**src/rtl/fetch_sequencer.sv**
```systemverilog
// Fetch-side sequencer: drives the PC and the instruction-memory request,
// holds each fetched word for decode, and applies branch/jump redirects,
// squashing a fetch that is still in flight when a redirect arrives.
//
//  state  | meaning
//  -------+--------------------------------------------------------------
//  S_IDLE | one cycle after reset, no request yet
//  S_REQ  | imem_req high at pc, waiting for imem_ack
//  S_HOLD | fetched word held on inst/inst_pc until decode consumes it
module fetch_sequencer #(
    parameter logic [31:0] RESET_PC = 32'h0000_0000,
    parameter int          WAIT_W   = 4,
    parameter int          MAX_WAIT = 15
) (
    input  logic        clk,
    input  logic        rst_n,
    input  logic        stall,
    input  logic        br_taken,
    input  logic [31:0] br_target,
    input  logic        jump,
    input  logic [31:0] jump_target,
    output logic        imem_req,
    output logic [31:0] imem_addr,
    input  logic        imem_ack,
    input  logic [31:0] imem_rdata,
    output logic        inst_valid,
    output logic [31:0] inst,
    output logic [31:0] inst_pc,
    output logic [31:0] pc_out,
    output logic        fetch_err
);

    typedef enum logic [1:0] {
        S_IDLE = 2'd0,
        S_REQ  = 2'd1,
        S_HOLD = 2'd2
    } state_t;

    localparam logic [WAIT_W-1:0] MAX_W = WAIT_W'(MAX_WAIT);

    state_t            state, state_n;
    logic [31:0]       pc, pc_n;
    logic [31:0]       inst_n, inst_pc_n;
    logic              inst_valid_n;
    logic              fetch_err_n;
    logic              pend, pend_n;
    logic [31:0]       pend_tgt, pend_tgt_n;
    logic [WAIT_W-1:0] wait_cnt, wait_n;
    logic              redirect;
    logic [31:0]       redir_tgt;

    assign imem_req  = (state == S_REQ);
    assign imem_addr = pc;
    assign pc_out    = pc;

    // Next-state and next-register values; branch beats jump, targets word-aligned
    always_comb begin
        state_n      = state;
        pc_n         = pc;
        inst_n       = inst;
        inst_pc_n    = inst_pc;
        inst_valid_n = inst_valid;
        fetch_err_n  = fetch_err;
        pend_n       = pend;
        pend_tgt_n   = pend_tgt;
        wait_n       = wait_cnt;
        redirect     = br_taken | jump;
        redir_tgt    = (br_taken ? br_target : jump_target) & ~32'd3;

        case (state)
            S_IDLE: begin
                state_n = S_REQ;
            end
            S_REQ: begin
                if (!imem_ack) begin
                    // pc is held so the address stays stable while requesting
                    wait_n = (wait_cnt == MAX_W) ? MAX_W : wait_cnt + WAIT_W'(1);
                    if (wait_n == MAX_W) begin
                        fetch_err_n = 1'b1;
                    end
                    if (redirect) begin
                        pend_n     = 1'b1;
                        pend_tgt_n = redir_tgt;
                    end
                end else if (pend || redirect) begin
                    // returned word belongs to the old path; drop it and refetch
                    pc_n   = redirect ? redir_tgt : pend_tgt;
                    pend_n = 1'b0;
                    wait_n = '0;
                end else begin
                    inst_n       = imem_rdata;
                    inst_pc_n    = pc;
                    inst_valid_n = 1'b1;
                    pc_n         = pc + 32'd4;
                    wait_n       = '0;
                    state_n      = S_HOLD;
                end
            end
            S_HOLD: begin
                if (redirect) begin
                    inst_valid_n = 1'b0;
                    pc_n         = redir_tgt;
                    state_n      = S_REQ;
                end else if (!stall) begin
                    inst_valid_n = 1'b0;
                    state_n      = S_REQ;
                end
            end
            default: begin
                state_n = S_IDLE;
            end
        endcase
    end

    // State and datapath registers; async reset also aborts any fetch in flight
    always_ff @(posedge clk or negedge rst_n) begin
        if (!rst_n) begin
            state      <= S_IDLE;
            pc         <= RESET_PC;
            inst       <= '0;
            inst_pc    <= '0;
            inst_valid <= 1'b0;
            fetch_err  <= 1'b0;
            pend       <= 1'b0;
            pend_tgt   <= '0;
            wait_cnt   <= '0;
        end else begin
            state      <= state_n;
            pc         <= pc_n;
            inst       <= inst_n;
            inst_pc    <= inst_pc_n;
            inst_valid <= inst_valid_n;
            fetch_err  <= fetch_err_n;
            pend       <= pend_n;
            pend_tgt   <= pend_tgt_n;
            wait_cnt   <= wait_n;
        end
    end

endmodule

```
**config.mk**
```make
export PLATFORM = sky130hd
export DESIGN_NAME = fetch_sequencer
export DESIGN_NICKNAME = d
export VERILOG_FILES = /design/src/rtl/fetch_sequencer.sv
export SDC_FILE = /design/constraint.sdc
export NUM_CORES = 1
export LEC_CHECK = 0
export ABC_AREA = 1
export CAP_MARGIN = 20
export CORE_ASPECT_RATIO = 0.7
export CORE_MARGIN = 5
export CORE_UTILIZATION = 44
export CTS_BUF_LIST = sky130_fd_sc_hd__clkbuf_8
export DETAILED_ROUTE_END_ITERATION = 8
export PLACE_DENSITY = 0.79
export SLEW_MARGIN = 5
export SYNTH_ARGS = -nofsm -noshare
export SYNTH_HDL_FRONTEND = slang
export SYNTH_SLANG_ARGS = --single-unit
```
**constraint.sdc**
```tcl
create_clock -name clk -period 1.7 [get_ports clk]
set_input_delay 0.34 -clock clk [delete_from_list [all_inputs] [get_ports clk]]
set_output_delay 0.34 -clock clk [all_outputs]
set_load 0.005 [all_outputs]
```
# After elaboration in Yosys (flattened, before gate mapping)
# Index checks and enable logic that the tools add are counted.
[classes]
n_mux = 21
bitwise_logic = 3
eq_ne = 9
add_sub_neg = 2
n_reduce_logical = 11
[ops]
columns = ["op", "count"]
rows = [
  ["$mux W32", 5],
  ["$pmux W32 S2", 1],
  ["$add A32 B3 Y32 const B", 1],
  ["$reduce_and A3 Y1", 5],
  ["$eq A4 B4 Y1 const B", 2],
  ["$mux W2", 4],
  ["$mux W4", 2],
  ["$mux W1", 7],
  ["$pmux W2 S3", 1],
  ["$add A4 B1 Y4 const B", 1],
  ["$ne A2 B1 Y1 const B", 2],
  ["$ne A2 B2 Y1 const B", 2],
  ["$reduce_and A4 Y1", 1],
  ["$reduce_bool A2 Y1", 2],
  ["$ne A3 B3 Y1 const B", 1],
  ["$eq A2 B1 Y1 const B", 1],
  ["$eq A2 B2 Y1 const B", 1],
  ["$logic_not A2 Y1", 1],
  ["$not A1 Y1", 2],
  ["$pmux W1 S2", 1],
  ["$reduce_and A2 Y1", 1],
  ["$logic_or A1 B1 Y1", 1],
  ["$or A1 B1 Y1", 1],
]
[totals]
ff_bits = 137
elab_cells = 55
input_bits = 102
out_inout_bits = 131

# Longest topological paths before layout
# Gate-level depths: netlist of the first run.
[depth]
ltp_word = 5
ltp_mapped = 12
ltp_nobuf = 12

# Least setup slack after synthesis of the first run
# OpenSTA, ideal clock, no wires.
[synth_timing]
path_type = "register to register"
start = "reg state[1]"
end = "reg pc[11], in the netlist imem_addr[11]"
path_stages_with_launch = 11
arrival_ns = 1.606
n_path_buf = 1
required_ns = 1.634
setup_slack_ns = 0.029
period_less_slack_ns = 1.671
setup_time_ns = 0.066
cell_sequence = "dfrtp_1 -> inv_1 -> ha_1 -> inv_1 -> nor2_2 -> a21oi_1 -> nand2_1 -> inv_1 -> clkbuf_1 -> nand3_1 -> nand2_1"
[synth_via]
elab_chain_cells = 3
elab_cells_between_ends = 7
cone_classes = "4 x eq/ne; 1 x mux; 2 x reduce/logical"
[synth_rtl]
columns = ["element", "line", "source"]
rows = [
  ["start, declared", "41", "state_t state, state_n;"],
  ["start signal, assigned", "128", "state <= state_n;"],
  ["$eq A2 B1 Y1 *", "--", ""],
  ["via imem_req", "22", "output logic imem_req,"],
  ["$ne A2 B1 Y1 (no line) or $reduce_bool A2 Y1 (tied branches)", "--", ""],
  ["$reduce_and A3 Y1 (no line)", "--", ""],
  ["end signal, assigned", "129", "pc <= pc_n;"],
  ["end, declared", "42", "logic [31:0] pc, pc_n;"],
]
# The timed path passes the listed nets; every way through them passes the cells marked *.
# A chain may end at the register's enable or synchronous reset.

# Worst setup path in the final report of the first run
[layout_timing]
start = "in br_taken"
end = "reg inst_valid"
[layout_via]
elab_chain_cells = 4
elab_cells_between_ends = 7
cone_classes = "2 x eq/ne; 2 x mux; 1 x bitwise; 2 x reduce/logical"
[layout_rtl]
columns = ["element", "line", "source"]
rows = [
  ["start, declared", "18", "input logic br_taken,"],
  ["$or A1 B1 Y1 *", "67", "redirect = br_taken | jump;"],
  ["$logic_or A1 B1 Y1", "85", "end else if (pend || redirect) begin"],
  ["$ne A2 B2 Y1 (no line)", "--", ""],
  ["$reduce_and A4 Y1 (no line)", "--", ""],
  ["end signal, assigned", "132", "inst_valid <= inst_valid_n;"],
  ["end, declared", "26", "output logic inst_valid,"],
]
# Mark *: on every way between the ends. The rest lies on a longest branch, timed or not.

==> results of run 1 <==
[flip-flops by register name, indices dropped and copies added, names as in the netlist]
signal,count
fetch_err,1
imem_addr,32
inst,32
inst_pc,32
inst_valid,1
pend,1
pend_tgt,32
state,2
wait_cnt,4
[where the power goes]
| group | internal (W) | total, W | switching, W | leakage (nW) |
|---|---|---|---|---|
| sequential | 0.00468 | 0.00552 | 0.000835 | 1.72 |
| clock | 0.00106 | 0.00255 | 0.00150 | 0.178 |
| combinational | 0.00541 | 0.0109 | 0.00552 | 4.63 |
| total | 0.0111 | 0.0190 | 0.00785 | 6.53 |
[worst max-delay path by stage]
| stage | startpoint | to | slack, ps | cells past startpoint |
|---|---|---|---|---|
| 2_1_floorplan | state[1]$_DFFE_PN0P_ | imem_addr[11]$_DFFE_PN0P_ | 30 | 10 |
| 3_3_place_gp | br_taken | imem_addr[12]$_DFFE_PN0P_ | -250 | 10 |
| 3_5_place_dp | br_taken | inst[5]$_DFFE_PN0P_ | -300 | 9 |
| 4_1_cts | state[0]$_DFFE_PN0P_ | imem_req | -70 | 3 |
| 5_1_grt | br_taken | inst_valid$_DFFE_PN0P_ | -140 | 9 |
| 6_report | br_taken | inst_valid$_DFFE_PN0P_ | -60 | 9 |
[cells in the final DEF (no fill, tap or decap), types with 7 or more instances in the layout]
master | Yosys | routed
buf_6 | 3 | 24
a21oi_1 | 20 | 18
dfrtp_1 | 137 | 124
nor2_1 | 50 | 28
o21ai_0 | 91 | 75
o21ai_1 | 10 | 23
dfrtp_2 | 0 | 13
inv_6 | 0 | 7
buf_4 | 32 | 143
buf_12 | 0 | 14
nor2_2 | 5 | 16
nand2_2 | 0 | 12
clkbuf_8 | 0 | 17
nor2_4 | 3 | 14
nand2_1 | 465 | 447
clkdlybuf4s50_1 | 0 | 101
dlymetal6s2s_1 | 0 | 35
dlygate4sd2_1 | 0 | 87
a31oi_1 | 16 | 16
inv_1 | 86 | 80
nand3_2 | 0 | 7
nand3_1 | 56 | 49
[repair_timing]
item,CTS,global route
endpoints found under the hold margin,33,0
hold buffers,1,0
gates resized for setup,137,141
pin swaps,12,19
gates cloned,0,6
setup buffers,51,26
setup endpoints to repair,137,105
[stage by stage]
stage                     total power (W)   util  setup WS [ps]
after floorplan                   0.00961      -           28.8
after global placement             0.0144  0.636           -246
after detailed placement           0.0147  0.636           -300
after CTS                          0.0177  0.683          -74.0
after global routing               0.0203  0.727           -141
final                              0.0190  0.727          -61.7
[layout make-up]
cell class              count  area, um^2
repair buffers            414        3990
clock buffers              17         234
clock inverters            15         129
inverters                  89         344
well taps                 225         282
flip-flops and latches    137        3440
fillers                  1226        4490
multi-input cells         746        3530
[layer usage]
layer | global-route usage | vias to the layer above | share of wire
met4 | 0.0696 | 0 | 0.027
li1 | - | 4004 | -
met3 | 0.0673 | 74 | 0.11
met2 | 0.437 | 477 | 0.47
met1 | 0.370 | 3956 | 0.40
met5 | 0 | - | 0
[logic make-up (layout without fill, tap and decap cells)]
logic type	after synthesis	after routing
flip-flops	137	137
AO/OA/AOI/OAI	157	157
AND/OR/NAND/NOR	583	583
adder cells (fa/ha/maj)	6	6
buffers and inverters	166	535
==> results.json, run 1 <==
{
  "status": "finished with violations",
  "violations": "setup timing",
  "synth_edf_count": 0,
  "rows": 39,
  "synthTopCellsByArea": "dfrtp_1 (46%), nand2_1 (23%), o21ai_0 (6.1%)",
  "synth-seq-cells": 137,
  "gp_congestion": 0.883,
  "synthMostInstantiatedCell": "nand2_1",
  "clk_pin_slew_ps": 90,
  "vias": 8511,
  "synth-xor-area-share": 0,
  "cpPeakStageDelay_ps": 480,
  "grt_max_degree": 73,
  "synth_common_cells": "nand2_1 (465), dfrtp_1 (137), o21ai_0 (91)",
  "grt_pass1_wl_um": 42100,
  "antenna_found_initial": 0,
  "slowest_stage": "clkdlybuf4s50_1",
  "async_flop_share": 1.00,
  "instances_no_fill": 1643,
  "path_common_cell": "nor2_4",
  "synth_warnings": 0,
  "cts_tree": "done",
  "timing.final.max_slew_violations": 0,
  "syn2layout_area_growth_pct": 60.6,
  "timing.rr.start": "state[0]$_DFFE_PN0P_",
  "dpl.hpwl_um": 19200,
  "dieWidth_um": 165,
  "crit_chain": "clkdlybuf4s50_1, nor2_4, inv_2, nor2_4, buf_12, o211ai_1, buf_4, o22ai_1, inv_1",
  "drc": 0,
  "synth_top_area_cell": "dfrtp_1",
  "synth_top_area_frac": 0.461,
  "finalHoldViolCount": 0,
  "max_freq_ghz": 0.568,
  "ys_seq_area_frac": 0.461,
  "synth_compound_area_frac": 0.115,
  "placed_area_mm2": 0.0105,
  "drt-total-wl_um": 28900,
  "drive_gt1_frac": 0.218,
  "yosys.area_share.simple": 0.309,
  "synthFlopType": "dfrtp_1",
  "clock_sinks": 137,
  "start_util": 0.453,
  "critPathArrivalTime_ps": 2100,
  "synthDistinctLibCells": 27,
  "post_drt_wl_per_cell_um": 17.6,
  "maxCapViolCount": 0,
  "synthesis.nets": 1157,
  "fp.dieH_um": 119,
  "clockBufferDepth": 2,
  "crit_fanout": 29,
  "fin_ws_ps": -61.7,
  "ioPinCount": 233,
  "p_leak_nw": 6.53,
  "finalSetupTns_ps": -132,
  "syn_avg_cell_area_um2": 7.10,
  "overflow": 0,
  "stdcell_area_mm2": 0.0120,
  "worstSetupStartpointType": "primary input",
  "cts_buffers": 17,
  "clk_latency_ps": 460,
  "worst_slew_pin_slew_ps": 460,
  "path_delay_family": "buffers and inverters",
  "p_per_area_mw_per_mm2": 1590,
  "fin_crit_ps": 1760,
  "drtIter0Drc": 918,
  "crit_buf_inv": 5,
  "placed_cells": 1527,
  "rsz0062_at_grt": "yes",
  "synth_top_family_by_area": "simple AND/OR/NAND/NOR gates",
  "synthCells": 1049,
  "reg2reg_depth": 8,
  "root_buffer": "clkbuf_8",
  "finalSetupViolations": 4,
  "antenna_cells": 0,
  "core_region_area_mm2": 0.0164,
  "critPathCaptureType": "flop",
  "port_buffers": 228,
  "r2r_slack_ps": -30,
  "firstDrtPassIters": 7,
  "synth_mux_area_frac": 0,
  "final_nets": 1513,
  "grt_usage": 0.272,
  "cp.required_ps": 2040,
  "min_period_over_period": 1.04,
  "peakVddDrop_mv": 0.806,
  "vias_per_cell": 5.18,
  "synth_adder_area_share": 0.0101,
  "fin_skew_ps": 14.9,
  "die_area_mm2": 0.0197,
  "grt_pass1_vias": 7930,
  "htree_num_levels": 4,
  "slew_headroom": 0.692,
  "worst_hold_path_type": "in -> async",
  "ant_nets": 0,
  "holdWs_ps": 363,
  "r2r_end": "inst_valid$_DFFE_PN0P_",
  "crit_type": "in -> reg",
  "netlist_area_mm2": 0.00744
}
(Power assumes the default switching activity.)
==> run 2: changes to the inputs <==
--- a/config.mk
+++ b/config.mk
@@ -11,6 +11,7 @@
 export CORE_MARGIN = 5
 export CORE_UTILIZATION = 44
 export CTS_BUF_LIST = sky130_fd_sc_hd__clkbuf_8
+export CTS_CLUSTER_SIZE = 14
 export DETAILED_ROUTE_END_ITERATION = 8
 export PLACE_DENSITY = 0.79
 export SLEW_MARGIN = 5
==> results of run 2 <==
Same layout as run 1: the final DEF is identical, and so are final timing and power.
